**src/rtl/coax_tx_scheduler_pkg.sv**
```systemverilog
// Shared types and sizes for the coax transmit scheduler and its round-robin arbiter.
package coax_tx_scheduler_pkg;

   localparam int unsigned WORD_WIDTH = 10;
   localparam int unsigned NUM_CH     = 2;

   typedef enum logic [2:0] {
      IDLE,
      SEND,
      LOAD_HIGH,
      WAIT_ACTIVE,
      WAIT_IDLE,
      TURNAROUND
   } sched_state_e;

   typedef struct packed {
      logic                  last;
      logic [WORD_WIDTH-1:0] data;
   } coax_word_t;

endpackage

```
**src/rtl/coax_rr_arbiter.sv**
```systemverilog
// Two-way round-robin arbiter: combinational one-hot grant, priority pointer moves past each winner.
module coax_rr_arbiter
   import coax_tx_scheduler_pkg::*;
(
   input  logic              clk,
   input  logic              reset,
   input  logic [NUM_CH-1:0] req,
   input  logic              advance,
   output logic [NUM_CH-1:0] grant_c
);

   // Channel favoured on the next tie; starts on ch0.
   logic prio;

   always_comb begin
      grant_c = '0;
      if (req[prio]) begin
         grant_c[prio] = 1'b1;
      end else if (req[~prio]) begin
         grant_c[~prio] = 1'b1;
      end
   end

   always_ff @(posedge clk or posedge reset) begin
      if (reset) begin
         prio <= 1'b0;
      end else if (advance && (|grant_c)) begin
         prio <= grant_c[0];
      end
   end

endmodule

```
**src/rtl/coax_tx_scheduler.sv**
```systemverilog
// Frame-granular scheduler sharing one coax_tx between two word streams.
// Optional watchdog on the line-drain wait: define COAX_TX_SCHED_WATCHDOG_EN.
module coax_tx_scheduler
   import coax_tx_scheduler_pkg::*;
#(
   parameter int unsigned TURNAROUND_CLOCKS = 64,
   parameter int unsigned WATCHDOG_CLOCKS   = 65536
) (
   input  logic                  clk,
   input  logic                  reset,
   input  logic [WORD_WIDTH-1:0] req0_data,
   input  logic [WORD_WIDTH-1:0] req1_data,
   input  logic [NUM_CH-1:0]     req_valid,
   input  logic [NUM_CH-1:0]     req_last,
   output logic [NUM_CH-1:0]     req_ready,
   output logic [WORD_WIDTH-1:0] tx_data,
   output logic                  tx_load,
   input  logic                  tx_full,
   input  logic                  tx_active,
   output logic [NUM_CH-1:0]     grant,
   output logic                  busy,
   output logic                  underrun,
   output logic                  watchdog_error
);

   localparam int unsigned TA_W = $clog2(TURNAROUND_CLOCKS + 1);

   if (TURNAROUND_CLOCKS < 1) begin : g_bad_turnaround
      $error("TURNAROUND_CLOCKS must be at least 1");
   end
   if (WATCHDOG_CLOCKS < 1) begin : g_bad_watchdog
      $error("WATCHDOG_CLOCKS must be at least 1");
   end

   sched_state_e          state, state_next;
   logic [NUM_CH-1:0]     grant_next, arb_grant;
   logic [WORD_WIDTH-1:0] tx_data_next;
   logic                  tx_load_next, busy_next, underrun_next, wd_err_next;
   logic                  last_q, last_next, started, started_next;
   logic                  tx_active_q, advance;
   logic [TA_W-1:0]       ta_cnt, ta_cnt_next;
   coax_word_t            sel_word;
   logic                  sel_valid;

`ifdef COAX_TX_SCHED_WATCHDOG_EN
   localparam int unsigned WD_W = $clog2(WATCHDOG_CLOCKS + 1);
   logic [WD_W-1:0] wd_cnt, wd_cnt_next;
`endif

   coax_rr_arbiter u_arb (
      .clk     (clk),
      .reset   (reset),
      .req     (req_valid),
      .advance (advance),
      .grant_c (arb_grant)
   );

   // Owner's stream, selected by the registered grant.
   always_comb begin
      sel_word.data = grant[1] ? req1_data : req0_data;
      sel_word.last = |(grant & req_last);
      sel_valid     = |(grant & req_valid);
   end

   always_comb begin
      state_next    = state;
      grant_next    = grant;
      tx_data_next  = tx_data;
      tx_load_next  = 1'b0;
      last_next     = last_q;
      started_next  = started;
      ta_cnt_next   = '0;
      underrun_next = 1'b0;
      wd_err_next   = 1'b0;
      req_ready     = '0;
      advance       = 1'b0;
`ifdef COAX_TX_SCHED_WATCHDOG_EN
      wd_cnt_next   = '0;
`endif
      case (state)
         IDLE: begin
            if (|req_valid) begin
               advance      = 1'b1;
               grant_next   = arb_grant;
               started_next = 1'b0;
               state_next   = SEND;
            end
         end
         SEND: begin
            if (sel_valid && !tx_full) begin
               req_ready    = grant;
               tx_data_next = sel_word.data;
               tx_load_next = 1'b1;
               last_next    = sel_word.last;
               started_next = 1'b1;
               state_next   = LOAD_HIGH;
            end
            // Line drained before the owner supplied the next word.
            if (started && tx_active_q && !tx_active) begin
               underrun_next = 1'b1;
            end
         end
         LOAD_HIGH: begin
            state_next = last_q ? WAIT_ACTIVE : SEND;
         end
         WAIT_ACTIVE: begin
            if (tx_active) begin
               state_next = WAIT_IDLE;
            end
         end
         WAIT_IDLE: begin
            if (!tx_active) begin
               grant_next = '0;
               state_next = TURNAROUND;
            end
         end
         TURNAROUND: begin
            if (ta_cnt == TA_W'(TURNAROUND_CLOCKS - 1)) begin
               state_next = IDLE;
            end else begin
               ta_cnt_next = ta_cnt + TA_W'(1);
            end
         end
         default: begin
            grant_next = '0;
            state_next = WAIT_IDLE;
         end
      endcase
`ifdef COAX_TX_SCHED_WATCHDOG_EN
      // Watchdog spans both drain-wait states; abort frees the line owner.
      if ((state == WAIT_ACTIVE) || (state == WAIT_IDLE)) begin
         if (wd_cnt == WD_W'(WATCHDOG_CLOCKS - 1)) begin
            wd_err_next = 1'b1;
            grant_next  = '0;
            state_next  = TURNAROUND;
         end else begin
            wd_cnt_next = wd_cnt + WD_W'(1);
         end
      end
`endif
      busy_next = (state_next != IDLE);
   end

   always_ff @(posedge clk or posedge reset) begin
      if (reset) begin
         state          <= WAIT_IDLE;
         grant          <= '0;
         tx_data        <= '0;
         tx_load        <= 1'b0;
         busy           <= 1'b1;
         underrun       <= 1'b0;
         watchdog_error <= 1'b0;
         last_q         <= 1'b0;
         started        <= 1'b0;
         tx_active_q    <= 1'b0;
         ta_cnt         <= '0;
      end else begin
         state          <= state_next;
         grant          <= grant_next;
         tx_data        <= tx_data_next;
         tx_load        <= tx_load_next;
         busy           <= busy_next;
         underrun       <= underrun_next;
         watchdog_error <= wd_err_next;
         last_q         <= last_next;
         started        <= started_next;
         tx_active_q    <= tx_active;
         ta_cnt         <= ta_cnt_next;
      end
   end

`ifdef COAX_TX_SCHED_WATCHDOG_EN
   always_ff @(posedge clk or posedge reset) begin
      if (reset) begin
         wd_cnt <= '0;
      end else begin
         wd_cnt <= wd_cnt_next;
      end
   end
`endif

endmodule

```
**config.mk**
```make
export PLATFORM = sky130hd
export DESIGN_NAME = coax_tx_scheduler
export DESIGN_NICKNAME = d
export VERILOG_FILES = /design/src/rtl/coax_tx_scheduler_pkg.sv /design/src/rtl/coax_rr_arbiter.sv /design/src/rtl/coax_tx_scheduler.sv
export SDC_FILE = /design/constraint.sdc
export NUM_CORES = 1
export LEC_CHECK = 0
export CORE_MARGIN = 5
export CORE_UTILIZATION = 35
export CTS_CLUSTER_SIZE = 25
export DETAILED_ROUTE_END_ITERATION = 6
export HOLD_SLACK_MARGIN = 0.02
export PLACE_DENSITY = 0.6
export SLEW_MARGIN = 10
export SYNTH_ARGS = -nofsm -noshare
export SYNTH_HDL_FRONTEND = slang
export SYNTH_SLANG_ARGS = --single-unit
```
**constraint.sdc**
```tcl
create_clock -name clk -period 3.38 [get_ports clk]
set_clock_uncertainty 0.2 [all_clocks]
set_input_delay 1.014 -clock clk [delete_from_list [all_inputs] [get_ports clk]]
set_output_delay 1.014 -clock clk [all_outputs]
set_load 0.02 [all_outputs]
```
==> metrics.md <==
| Metric | Value |
|---|---|
| Total gr overflow | 0 |
| CP peak stage delay | 320 ps |
| DPL Wire Length | 2260 µm |
| Final ANT Viol Nets | 0 |
| Core Rows | 23 |
| Worst Slack Setup Final | 232 ps |
| Mapped Avg Cell Area | 10.8 µm² |
| Worst setup EP type | primary output |
| Initial Util | 35.5% |
| Post-synthesis compound-gate area fraction | 14.0% |
| Tot Pwr | 0.674 mW |
| Vias in the first global route | 1102 |
| Drt drc | 0 |
| Root buffer cell | clkbuf_8 |
| Dominant cell type by area after synthesis | dfrtp_1 |
| Sequential fraction of the synthesis area | 52.1% |
| Cts hold-fix bufs | 0 |
| Critical Path Slowest Stage Cell | nor4_4 |
| Max Cap Violations | 0 |
| Family with the most delay on the worst path | simple AND/OR/NAND/NOR gates |
| CTS H-tree lvls | 2 |
| Cell area after synthesis | 1400 µm² |
| First-pass GRT wire length | 5070 µm |
| Register bit total from synthesis | 29 |
| Power per cell area | 343 nW/µm² |
| Longest Clk Path Bufs | 2 |
| Final setup fails | 0 |
| Type of origin of the critical path | input port |
| Worst Path Arrival | 1930 ps |
| Post-synth EDFFs | 0 |
| Minimum clock period | 3150 ps |
| Count of cell types in the netlist | 38 |
| Leakage power | 0.856 nW |
| # clock sinks | 29 |
| Placed Area | 1880 µm² |
| Bufs and invs on worst path | 2 |
| Clock-pin slew on the worst setup and hold paths | 50 ps |
| Routed vias/inst | 4.74 |
| Worst-Skew Late Latency | 270 ps |
| Pre-CTS WS | -527 ps |
| Final net count | 207 |
| DR vias | 1081 |
| Crit Path Class | input port to primary output |
| Outcome | complete, no violations |
| Tightest Hold Check Type | flip-flop to flip-flop |
| Simple-gate share of the synthesized area | 18.1% |
| Wire per inst | 13.1 µm |
| Fin. Hold Viols | 0 |
| Main combinational cell family by area after synthesis | simple AND/OR/NAND/NOR gates |
| Period Utilization, post-route | 93.1% |
| Inserted Clock Buffers | 5 |
| Post-route cell area | 1970 µm² |
| Async S/R FF share, synth | 100% |
| Post-synthesis mux area share | 7.16% |
| Max-slew violation count | 0 |
| Worst-path cell chain | dlygate4sd2_1 > nor4_4 > and2_1 > buf_4 |
| Xor and xnor area share after synthesis | 2.50% |
| Unrepaired setup endpoints after global routing | no |
| Die Width | 73.2 µm |
| Fmax | 318 MHz |
| Die height | 73.2 µm |
| Drt total wl | 2990 µm |
| Peak VDD IR | 0.000155 V |
| Post-synth top area share | 48.3% |
| Core area | 3940 µm² |
| Top_reg_cell synth | dfrtp_1 |
| Cells after Synth | 130 |
| Gpl congestion | 0.758 |
| Final Non-Filler Cells | 228 |
| Initial antenna violation count | 0 |
| Post-Synth Adder-Cell Area | 0.894% |
| Yosys warning total | 0 |
| 1st-pass router iterations | 4 |
| Share of cells above drive strength 1 | 18.5% |
| Synth area leaders | dfrtp_1 (48%), mux2i_1 (7.2%), a21oi_2 (4.4%), nor2_1 (4.0%), dfstp_2 (3.8%) |
| Largest net degree at the start of global routing | 30 |
| Port Buf Inserts | 44 |
| Die area | 5360 µm² |
| Syn Nets | 159 |
| Area Growth Syn to Fin | 40.5% |
| GRT Util Overall | 12.7% |
| DR iter-0 viols | 27 |
| Placed Instances | 221 |
| CTS tree | done |
| CP Max Fanout | 3 |
| Diodes inserted | 0 |
| Top-Level Pins | 46 |
| WP data required | 2170 ps |
Yosys cell counts, types with 2 or more instances:
master and n:
dfrtp_1 27, nor2_1 15, mux2i_1 10, nand2_1 8, a21oi_2 7, nor2_2 7, a21oi_1 6, o21ai_0 5
and2_1 3, buf_4 3, inv_1 3, a21o_1 2, buf_2 2, buf_6 2, dfstp_2 2, nand3_1 2
nor3_1 2, nor4_1 2, xnor2_1 2, xor2_1 2
final timing paths:
| check | depth (start not counted) | slack, ps | startpoint | to |
|---|---|---|---|---|
| max reg2reg | 5 | 1600 | state[0] | busy |
| min reg2reg | 1 | 260 | ta_cnt[0] | ta_cnt[0] |
| max | 4 | 230 | tx_full | req_ready[0] |
| min | 1 | 260 | ta_cnt[0] | ta_cnt[0] |
| max in group asynchronous | 3 | 1770 | reset | busy |
| min in group asynchronous | 3 | 910 | reset | ta_cnt[3] |
per-stage QoR:
stage               setup TNS, ps  hold slack, ps  utilization [%]
finish                          0             264             49.9
global route                    0             267             49.9
detailed placement          -1040             255             47.7
global placement             -984             248             47.7
floorplan                       0             233                -
CTS                             0             262             49.7
state kept, by name, indices dropped and copies added (netlist names):
register and flops:
last_q 1, tx_active_q 1, state 3, tx_data 10, ta_cnt 7, tx_load 1, busy 1, started 1
grant 2, underrun 1, u_arb.prio 1
where the power goes:
part           total, mW  internal (mW)  switching [mW]
registers          0.348          0.348        0.000224
logic             0.0485         0.0312          0.0173
clock network      0.277          0.161           0.117
total              0.674          0.540           0.134
cell families (layout without fill, tap and decap cells):
logic type / after synthesis / after routing
multiplexers: 10 / 10
other: 1 / 1
XOR/XNOR: 4 / 4
adder cells (fa/ha/maj): 1 / 1
AO/OA/AOI/OAI: 27 / 27
AND/OR/NAND/NOR: 47 / 47
flip-flops: 29 / 29
buffers and inverters: 11 / 59
cell usage in the layout (no fill, tap or decap), types with 2 or more instances in the layout:
cell type | netlist | layout
clkbuf_8 | 0 | 6
nor2_2 | 7 | 7
dfstp_2 | 2 | 2
a21oi_2 | 7 | 7
buf_4 | 3 | 7
inv_1 | 3 | 3
nor2_1 | 15 | 15
a21oi_1 | 6 | 6
mux2i_1 | 10 | 10
xor2_1 | 2 | 2
clkdlybuf4s50_1 | 0 | 39
nor4_1 | 2 | 2
dfrtp_1 | 27 | 27
and2_1 | 3 | 3
o21ai_0 | 5 | 5
xnor2_1 | 2 | 2
nand3_1 | 2 | 2
nand2_1 | 8 | 8
dlymetal6s2s_1 | 0 | 2
a21o_1 | 2 | 2
nor3_1 | 2 | 2
final cells by class:
cell class / instances / area [µm²]
Clock buffer: 7 / 86.3
Inverter: 3 / 11.3
Sequential cell: 29 / 728
Multi-Input combinational cell: 90 / 601
Tap cell: 50 / 62.6
Fill cell: 371 / 1980
Timing Repair Buffer: 49 / 477
per-layer routing:
metal	GRT usage, %	wire length, µm	up-vias
li1	-	-	531
met1	15.0	1270	505
met2	19.3	1340	40
met3	7.58	342	5
met4	3.69	35	0
met5	0	0	-
timing repair:
| item | 4_1_cts | 5_1_grt |
|---|---|---|
| setup buffers | 0 | 0 |
| endpoints found under the setup margin | 2 | 2 |
| gates resized for setup | 11 | 2 |
| pin swaps | 1 | 3 |
(Power assumes the default switching activity.)
